## config.mk

```make
export PLATFORM = sky130hd
export DESIGN_NAME = hazard_stall_ctrl
export DESIGN_NICKNAME = d
export VERILOG_FILES = /design/src/rtl/hazard_stall_ctrl.sv
export SDC_FILE = /design/constraint.sdc
export NUM_CORES = 1
export LEC_CHECK = 0
export BUFFER_PORTS_ARGS = -buffer_cell sky130_fd_sc_hd__clkbuf_2
export CAP_MARGIN = 0
export CORE_AREA = 8 8 45 47
export DETAILED_ROUTE_END_ITERATION = 10
export DIE_AREA = 0 0 53 55
export PLACE_DENSITY = 0.69
export RECOVER_POWER = 100
export SLEW_MARGIN = 20
export SYNTH_ARGS = -nofsm -noshare
export SYNTH_HDL_FRONTEND = slang
export SYNTH_SLANG_ARGS = --single-unit
```

## constraint.sdc

```tcl
create_clock -name clk -period 2.25 [get_ports clk]
set_input_delay 0.3375 -clock clk [delete_from_list [all_inputs] [get_ports clk]]
set_output_delay 0.3375 -clock clk [all_outputs]
set_load 0.05 [all_outputs]
```

## src/rtl/hazard_stall_ctrl.sv

```systemverilog
// -----------------------------------------------------------------------------
// hazard_stall_ctrl
//
// Purpose
//   Load-use hazard detection and pipeline stall/flush control for a classic
//   five-stage in-order pipeline. The block decides each cycle whether the
//   front end runs, stalls behind a load, is redirected by a taken branch, or
//   is frozen by a busy data memory. The priority order is
//   FREEZE > REDIRECT > STALL > NORMAL.
//
//   A load-use stall lasts LOAD_LAT non-frozen cycles. The first stall cycle
//   is taken in RUN. Any further cycles are counted down in LSTALL with a
//   3-bit remaining-cycle counter.
//
// Parameters
//   REG_ADDR_W : register-address width
//   LOAD_LAT   : load-use stall length in cycles (legal 1..7)
//   PERF_W     : stall-counter width (only used with HAZARD_PERF_CNT_EN)
//
// Ports
//   clk            in   single clock, rising-edge
//   rst            in   synchronous active-high reset
//   ID_EX_MemR     in   EX instruction is a load
//   ID_EX_RegRd    in   EX destination register
//   IF_ID_RegRs1/2 in   ID source registers
//   IF_ID_UseRs1/2 in   ID instruction really reads that source
//   EX_Redirect    in   taken branch / jump resolved in EX
//   Mem_Busy       in   data memory not ready, whole pipeline freezes
//   block_control  out  force a bubble (control zeroed) into ID/EX
//   PC_Write       out  PC update enable
//   IF_ID_Write    out  IF/ID register update enable
//   ID_EX_Write    out  ID/EX register update enable
//   IF_ID_Flush    out  squash the IF/ID instruction
//   stall_active   out  high in STALL and FREEZE cycles
//   stall_cnt      out  total stall cycles (only with HAZARD_PERF_CNT_EN)
//
// Configuration macro
//   HAZARD_PERF_CNT_EN : when defined, adds the stall_cnt port and counter.
// -----------------------------------------------------------------------------
module hazard_stall_ctrl #(
    parameter int REG_ADDR_W = 5,
    parameter int LOAD_LAT   = 1,
    parameter int PERF_W     = 32
) (
    input  logic                  clk,
    input  logic                  rst,
    input  logic                  ID_EX_MemR,
    input  logic [REG_ADDR_W-1:0] ID_EX_RegRd,
    input  logic [REG_ADDR_W-1:0] IF_ID_RegRs1,
    input  logic [REG_ADDR_W-1:0] IF_ID_RegRs2,
    input  logic                  IF_ID_UseRs1,
    input  logic                  IF_ID_UseRs2,
    input  logic                  EX_Redirect,
    input  logic                  Mem_Busy,
    output logic                  block_control,
    output logic                  PC_Write,
    output logic                  IF_ID_Write,
    output logic                  ID_EX_Write,
    output logic                  IF_ID_Flush,
    output logic                  stall_active
`ifdef HAZARD_PERF_CNT_EN
    ,
    output logic [PERF_W-1:0]     stall_cnt
`endif
);

    // An out-of-range configuration degrades to a single-cycle stall rather
    // than loading a wrapped value into the 3-bit counter.
    localparam logic       PARAMS_OK = (LOAD_LAT >= 1) && (LOAD_LAT <= 7) && (PERF_W >= 1);
    localparam logic [2:0] REM_INIT  = PARAMS_OK ? 3'(LOAD_LAT - 1) : 3'd0;

    typedef enum logic [0:0] {
        ST_RUN    = 1'b0,
        ST_LSTALL = 1'b1
    } state_e;

    state_e     state_q, state_d;
    logic [2:0] rem_q, rem_d;
    logic       hazard_s;

    // Load-use hazard: x0 is hard-wired to zero, so it never creates a dependency.
    assign hazard_s = ID_EX_MemR
                   && (ID_EX_RegRd != {REG_ADDR_W{1'b0}})
                   && ((IF_ID_UseRs1 && (IF_ID_RegRs1 == ID_EX_RegRd))
                    || (IF_ID_UseRs2 && (IF_ID_RegRs2 == ID_EX_RegRd)));

    // Output decode and next-state logic, priority FREEZE > REDIRECT > STALL > NORMAL.
    always_comb begin
        block_control = 1'b0;
        PC_Write      = 1'b1;
        IF_ID_Write   = 1'b1;
        ID_EX_Write   = 1'b1;
        IF_ID_Flush   = 1'b0;
        stall_active  = 1'b0;
        state_d       = state_q;
        rem_d         = rem_q;

        if (rst) begin
            // NORMAL outputs while reset is held; the register block clears state.
            state_d = ST_RUN;
            rem_d   = 3'd0;
        end else if (Mem_Busy) begin
            PC_Write     = 1'b0;
            IF_ID_Write  = 1'b0;
            ID_EX_Write  = 1'b0;
            stall_active = 1'b1;
        end else begin
            case (state_q)
                ST_RUN: begin
                    if (EX_Redirect) begin
                        // The flush kills the dependent instruction, so no stall.
                        block_control = 1'b1;
                        IF_ID_Flush   = 1'b1;
                    end else if (hazard_s) begin
                        block_control = 1'b1;
                        PC_Write      = 1'b0;
                        IF_ID_Write   = 1'b0;
                        stall_active  = 1'b1;
                        if (REM_INIT != 3'd0) begin
                            state_d = ST_LSTALL;
                            rem_d   = REM_INIT;
                        end else begin
                            state_d = ST_RUN;
                            rem_d   = 3'd0;
                        end
                    end else begin
                        state_d = ST_RUN;
                    end
                end
                ST_LSTALL: begin
                    // EX holds a bubble here, so EX_Redirect cannot be genuine.
                    block_control = 1'b1;
                    PC_Write      = 1'b0;
                    IF_ID_Write   = 1'b0;
                    stall_active  = 1'b1;
                    if (rem_q <= 3'd1) begin
                        // Also exits cleanly if rem was somehow corrupted to 0.
                        state_d = ST_RUN;
                        rem_d   = 3'd0;
                    end else begin
                        state_d = ST_LSTALL;
                        rem_d   = rem_q - 3'd1;
                    end
                end
                default: begin
                    state_d = ST_RUN;
                    rem_d   = 3'd0;
                end
            endcase
        end
    end

    // State and remaining-cycle registers with synchronous reset.
    always_ff @(posedge clk) begin
        if (rst) begin
            state_q <= ST_RUN;
            rem_q   <= 3'd0;
        end else begin
            state_q <= state_d;
            rem_q   <= rem_d;
        end
    end

`ifdef HAZARD_PERF_CNT_EN
    logic [PERF_W-1:0] stall_cnt_q, stall_cnt_d;

    // Stall-cycle counter increment, wrapping naturally at 2^PERF_W.
    always_comb begin
        if (stall_active) begin
            stall_cnt_d = stall_cnt_q + PERF_W'(1);
        end else begin
            stall_cnt_d = stall_cnt_q;
        end
    end

    // Stall-cycle counter register with synchronous reset.
    always_ff @(posedge clk) begin
        if (rst) begin
            stall_cnt_q <= {PERF_W{1'b0}};
        end else begin
            stall_cnt_q <= stall_cnt_d;
        end
    end

    assign stall_cnt = stall_cnt_q;
`endif

endmodule

```

Word-level counts from Yosys, hierarchy flattened. Cells that the tools add are included.

Bits in registers: 4. Bits in latches: 0. RAM bits: 0. Bits in read-only memories: 0. Input port bits: 22. Output and inout port bits: 6. Logic and storage cells: 43. Memories kept: 0.

Add/sub/neg operators: 1. Multipliers: 0. Div/mod/pow operators: 0. Order comparisons: 1. Equality and inequality tests: 4. Shift-type cells: 0. Muxes and demuxes: 26. Bitwise logic cells: 2. Reduce and logical (&&, ||, !) cells: 7.

Operators by type and width (count): $mux W1 (18); $eq A5 B5 Y1 (2); $mux W3 (3); $pmux W1 S2 (4); $pmux W3 S2 (1); $reduce_bool A5 Y1 (1); $logic_and A1 B1 Y1 (4); $ne A2 B2 Y1 const B (2); $le A3 B1 Y1 const B (1); $reduce_and A3 Y1 (1); $sub A3 B1 Y3 const B (1); $not A1 Y1 (2); $logic_or A1 B1 Y1 (1).

Logic depth before layout (Yosys ltp).
Word-level depth: 9. Gate-level depth with buffers: 6. Mapped depth without buffers: 6.

Least setup slack after synthesis. No wires, ideal clock.

Path type: in2out. Start point: input ID_EX_RegRd[1]. End point: output PC_Write. Arrival time: 2.283 ns. Required time: 1.913 ns. Path slack: -0.371 ns. Stages on the path: 5. Buffers on the path: 1. Cell sequence: or4_4 o21ai_4 nor3_1 a21oi_1 buf_4.

Word-level cells in the longest chain between the ends: 9. Elaborated cells between the ends (all ways): 13. Classes of those cells: 2 x eq/ne; 5 x mux; 6 x reduce/logical.

RTL lines: start: declaration (RTL line 48) `input logic [REG_ADDR_W-1:0] ID_EX_RegRd,`; $eq A5 B5 Y1 (on tied branches) (RTL line 84, 85); $logic_and A1 B1 Y1 (on tied branches) (RTL line 84, 85); $logic_or A1 B1 Y1 (RTL line 85) `|| (IF_ID_UseRs2 && (IF_ID_RegRs2 == ID_EX_RegRd)));`; $logic_and A1 B1 Y1 (*) (RTL line 84) `&& ((IF_ID_UseRs1 && (IF_ID_RegRs1 == ID_EX_RegRd))`; $mux W1 (*) (2 in series); $pmux W1 S2 (*); $mux W1 (*) (2 in series); end: declaration (RTL line 56) `output logic PC_Write,`.

Mark *: on every way between the ends. The rest lies on a longest branch, timed or not.

Worst setup path after layout.
Start point: input ID_EX_RegRd[1]. End point: output IF_ID_Write.

Word-level cells in the longest chain between the ends: 9. Elaborated cells between the ends (all ways): 13. Classes of those cells: 2 x eq/ne; 5 x mux; 6 x reduce/logical.

RTL lines: $eq A5 B5 Y1 (on tied branches) (RTL line 84, 85); $logic_and A1 B1 Y1 (on tied branches) (RTL line 84, 85); $logic_or A1 B1 Y1 (RTL line 85); $logic_and A1 B1 Y1 (*) (RTL line 84); $mux W1 (*) (RTL line 114) `end else if (hazard_s) begin`; $mux W1 (*) (RTL line 110) `if (EX_Redirect) begin`; $pmux W1 S2 (*) (RTL line 108) `case (state_q)`; $mux W1 (*) (RTL line 102) `end else if (Mem_Busy) begin`; $mux W1 (*) (RTL line 98) `if (rst) begin`; end: declaration (RTL line 57) `output logic IF_ID_Write,`.

Marks and branches as above.

==> results.json <==
{
  "status": "complete, no violations",
  "final.setup.worst_slack_ns": 0.120,
  "crit_arrival_ns": 1.79,
  "synth_flop_cell": "dfxtp_1",
  "yosysSeqAreaShare": 0.167,
  "slew_violations": 0,
  "rsz0062_at_grt": "no",
  "clock_latency_ns": 0.24,
  "wl_per_cell_um": 11.8,
  "setup_viol_count_final": 0,
  "die_w_um": 53,
  "reg2reg_to": "rem_q[1]",
  "synth_fp_nets": 85,
  "fin_crit_sh": 0.947,
  "port_buffers": 27,
  "cts_max_level": 1,
  "dp_hpwl_um": 1080,
  "hold_buffers": 0,
  "antenna_found_initial": 0,
  "dp_slack_ns": 0.160,
  "clock-sinks": 4,
  "synth_edf_count": 0,
  "total_power_mw": 0.248,
  "skew_ns": 0.00466,
  "drt_iter0_markers": 5,
  "synthesis.instances": 61,
  "cts_setup_buffers": 0,
  "path_class": "in -> out",
  "post-route-drc-count": 0,
  "nets": 115,
  "yosysWarnings": 0,
  "r2r_start": "rem_q[1]",
  "worstSetupEndpoint": "IF_ID_Write",
  "final_core_util": 0.465,
  "track_usage": 0.0934,
  "cts_tree": "yes",
  "endpoint_kind": "primary output",
  "grt_max_degree": 12,
  "io_pins": 28,
  "overflow": 0,
  "regToRegSetupSlack_ns": 0.66,
  "clock_path_buffers": 2,
  "cts_buffers": 3,
  "final_cells": 105,
  "fmax_mhz": 469,
  "cts.clk_slew.worst_paths_ns": 0.04,
  "startpoint": "ID_EX_RegRd[1]",
  "dieArea_mm2": 0.00292,
  "fin_hold_ws_ns": 0.393,
  "ir_drop_mv": 0.172,
  "placed_cells": 102,
  "syn_area_um2": 480,
  "dr.pass1.iters": 4,
  "avgSynthCellArea_um2": 7.88,
  "grt_pass1_wl_um": 2100,
  "core_area_mm2": 0.00138,
  "via_per_inst": 5.14,
  "rows": 14,
  "diodes": 0,
  "synth-seq-cells": 4,
  "final_area_um2": 643,
  "die_h_um": 55,
  "ys_types": 26,
  "grt_pass1_vias": 565,
  "critPathRequiredTime_ns": 1.91,
  "hold_path_class": "in -> reg",
  "gp_congestion": 0.822,
  "tns_ns": 0,
  "ctsResizeCount": 0,
  "layout-drive-gt1-share": 0.337,
  "routed_wl_um": 1240,
  "initial_utilization": 0.347,
  "power.leakage_nw": 0.280,
  "num_vias": 540,
  "final_antenna_net_count": 0,
  "max_slew_margin": 0.599,
  "worst_pin_slew_ns": 0.604,
  "p_per_area_mw_per_mm2": 385,
  "cts_root_buf": "clkbuf_4",
  "min_period_ns": 2.13,
  "critPathMaxFanout": 5,
  "hold_viol_final": 0,
  "maxCapViolCount": 0,
  "placed_area_um2": 628,
  "start_kind": "input pin",
  "rr_worst_depth": 6,
  "async_flop_share": 0,
  "syn2layout_area_growth_pct": 33.9
}
-- flip-flops by register name, summed over array words and instances, names as in the netlist --
| signal | flops |
|---|---|
| rem_q | 3 |
| state_q | 1 |
-- synthesized netlist by cell type, drive strengths merged (2+ instances only) --
| master | n | area share |
|---|---|---|
| nand2 | 4 | 0.031 |
| nor2 | 3 | 0.023 |
| xnor2 | 10 | 0.18 |
| o21ai | 2 | 0.044 |
| a211oi | 6 | 0.094 |
| dfxtp | 4 | 0.17 |
| inv | 4 | 0.031 |
| ha | 2 | 0.052 |
| a21oi | 3 | 0.031 |
| nor3 | 5 | 0.052 |
| a21o | 2 | 0.031 |
| nand4 | 2 | 0.026 |
| buf | 3 | 0.055 |
-- report_power, final --
group	internal, mW	total [mW]	switching (mW)	leakage, nW
Sequential	0.0714	0.0714	0	0.0322
Combinational	0.0366	0.0884	0.0518	0.234
Clock	0.0596	0.0881	0.0285	0.0138
-- layer usage --
layer,wire [um],share of wire,global-route usage
met1,620,0.50,0.115
met2,471,0.38,0.133
met3,118,0.095,0.0321
met4,25,0.020,0.0647
met5,0,0,0
-- area by class of cell --
type,instances,area (um2)
Fill cell,136,741
Multi-Input combinational cell,50,367
Timing Repair Buffer,28,139
Sequential cell,4,80.1
Clock buffer,3,22.5
Tap cell,16,20.0
Inverter,4,15.0
-- how the worst min path moves through the flow --
stage             from        to  cells past startpoint
2_1_floorplan  state_q   state_q                      1
3_3_place_gp   state_q   state_q                      1
3_5_place_dp   state_q   state_q                      1
4_1_cts            rst  rem_q[2]                      2
5_1_grt            rst  rem_q[1]                      2
6_report           rst  rem_q[2]                      2
-- cells by family (layout without fill, tap and decap cells) --
logic type | count (synthesis) | count (layout) | share of synthesized area
AO/OA/AOI/OAI | 18 | 18 | 0.286
flip-flops | 4 | 4 | 0.167
buffers and inverters | 7 | 35 | 0.0859
XOR/XNOR | 10 | 10 | 0.182
AND/OR/NAND/NOR | 20 | 20 | 0.227
adder cells (fa/ha/maj) | 2 | 2 | 0.0521
-- cell usage in the layout, fill, tap and decap left out, drive strengths merged, types with 2 or more instances in the layout --
master	synthesis	layout
clkbuf	0	30
xnor2	10	10
a211oi	6	6
nor3	5	5
inv	4	4
nand2	4	4
dfxtp	4	4
nor2	3	3
a21oi	3	3
nand4	2	2
a21o	2	2
ha	2	2
o21ai	2	2
-- critical path, stage by stage --
cell and delay, ns:
clkbuf_1 0.11, or4_1 0.58, o21ai_4 0.20, nor3_1 0.11, a21oi_4 0.16, clkbuf_2 0.29
Power figures use the tool's default switching activity.
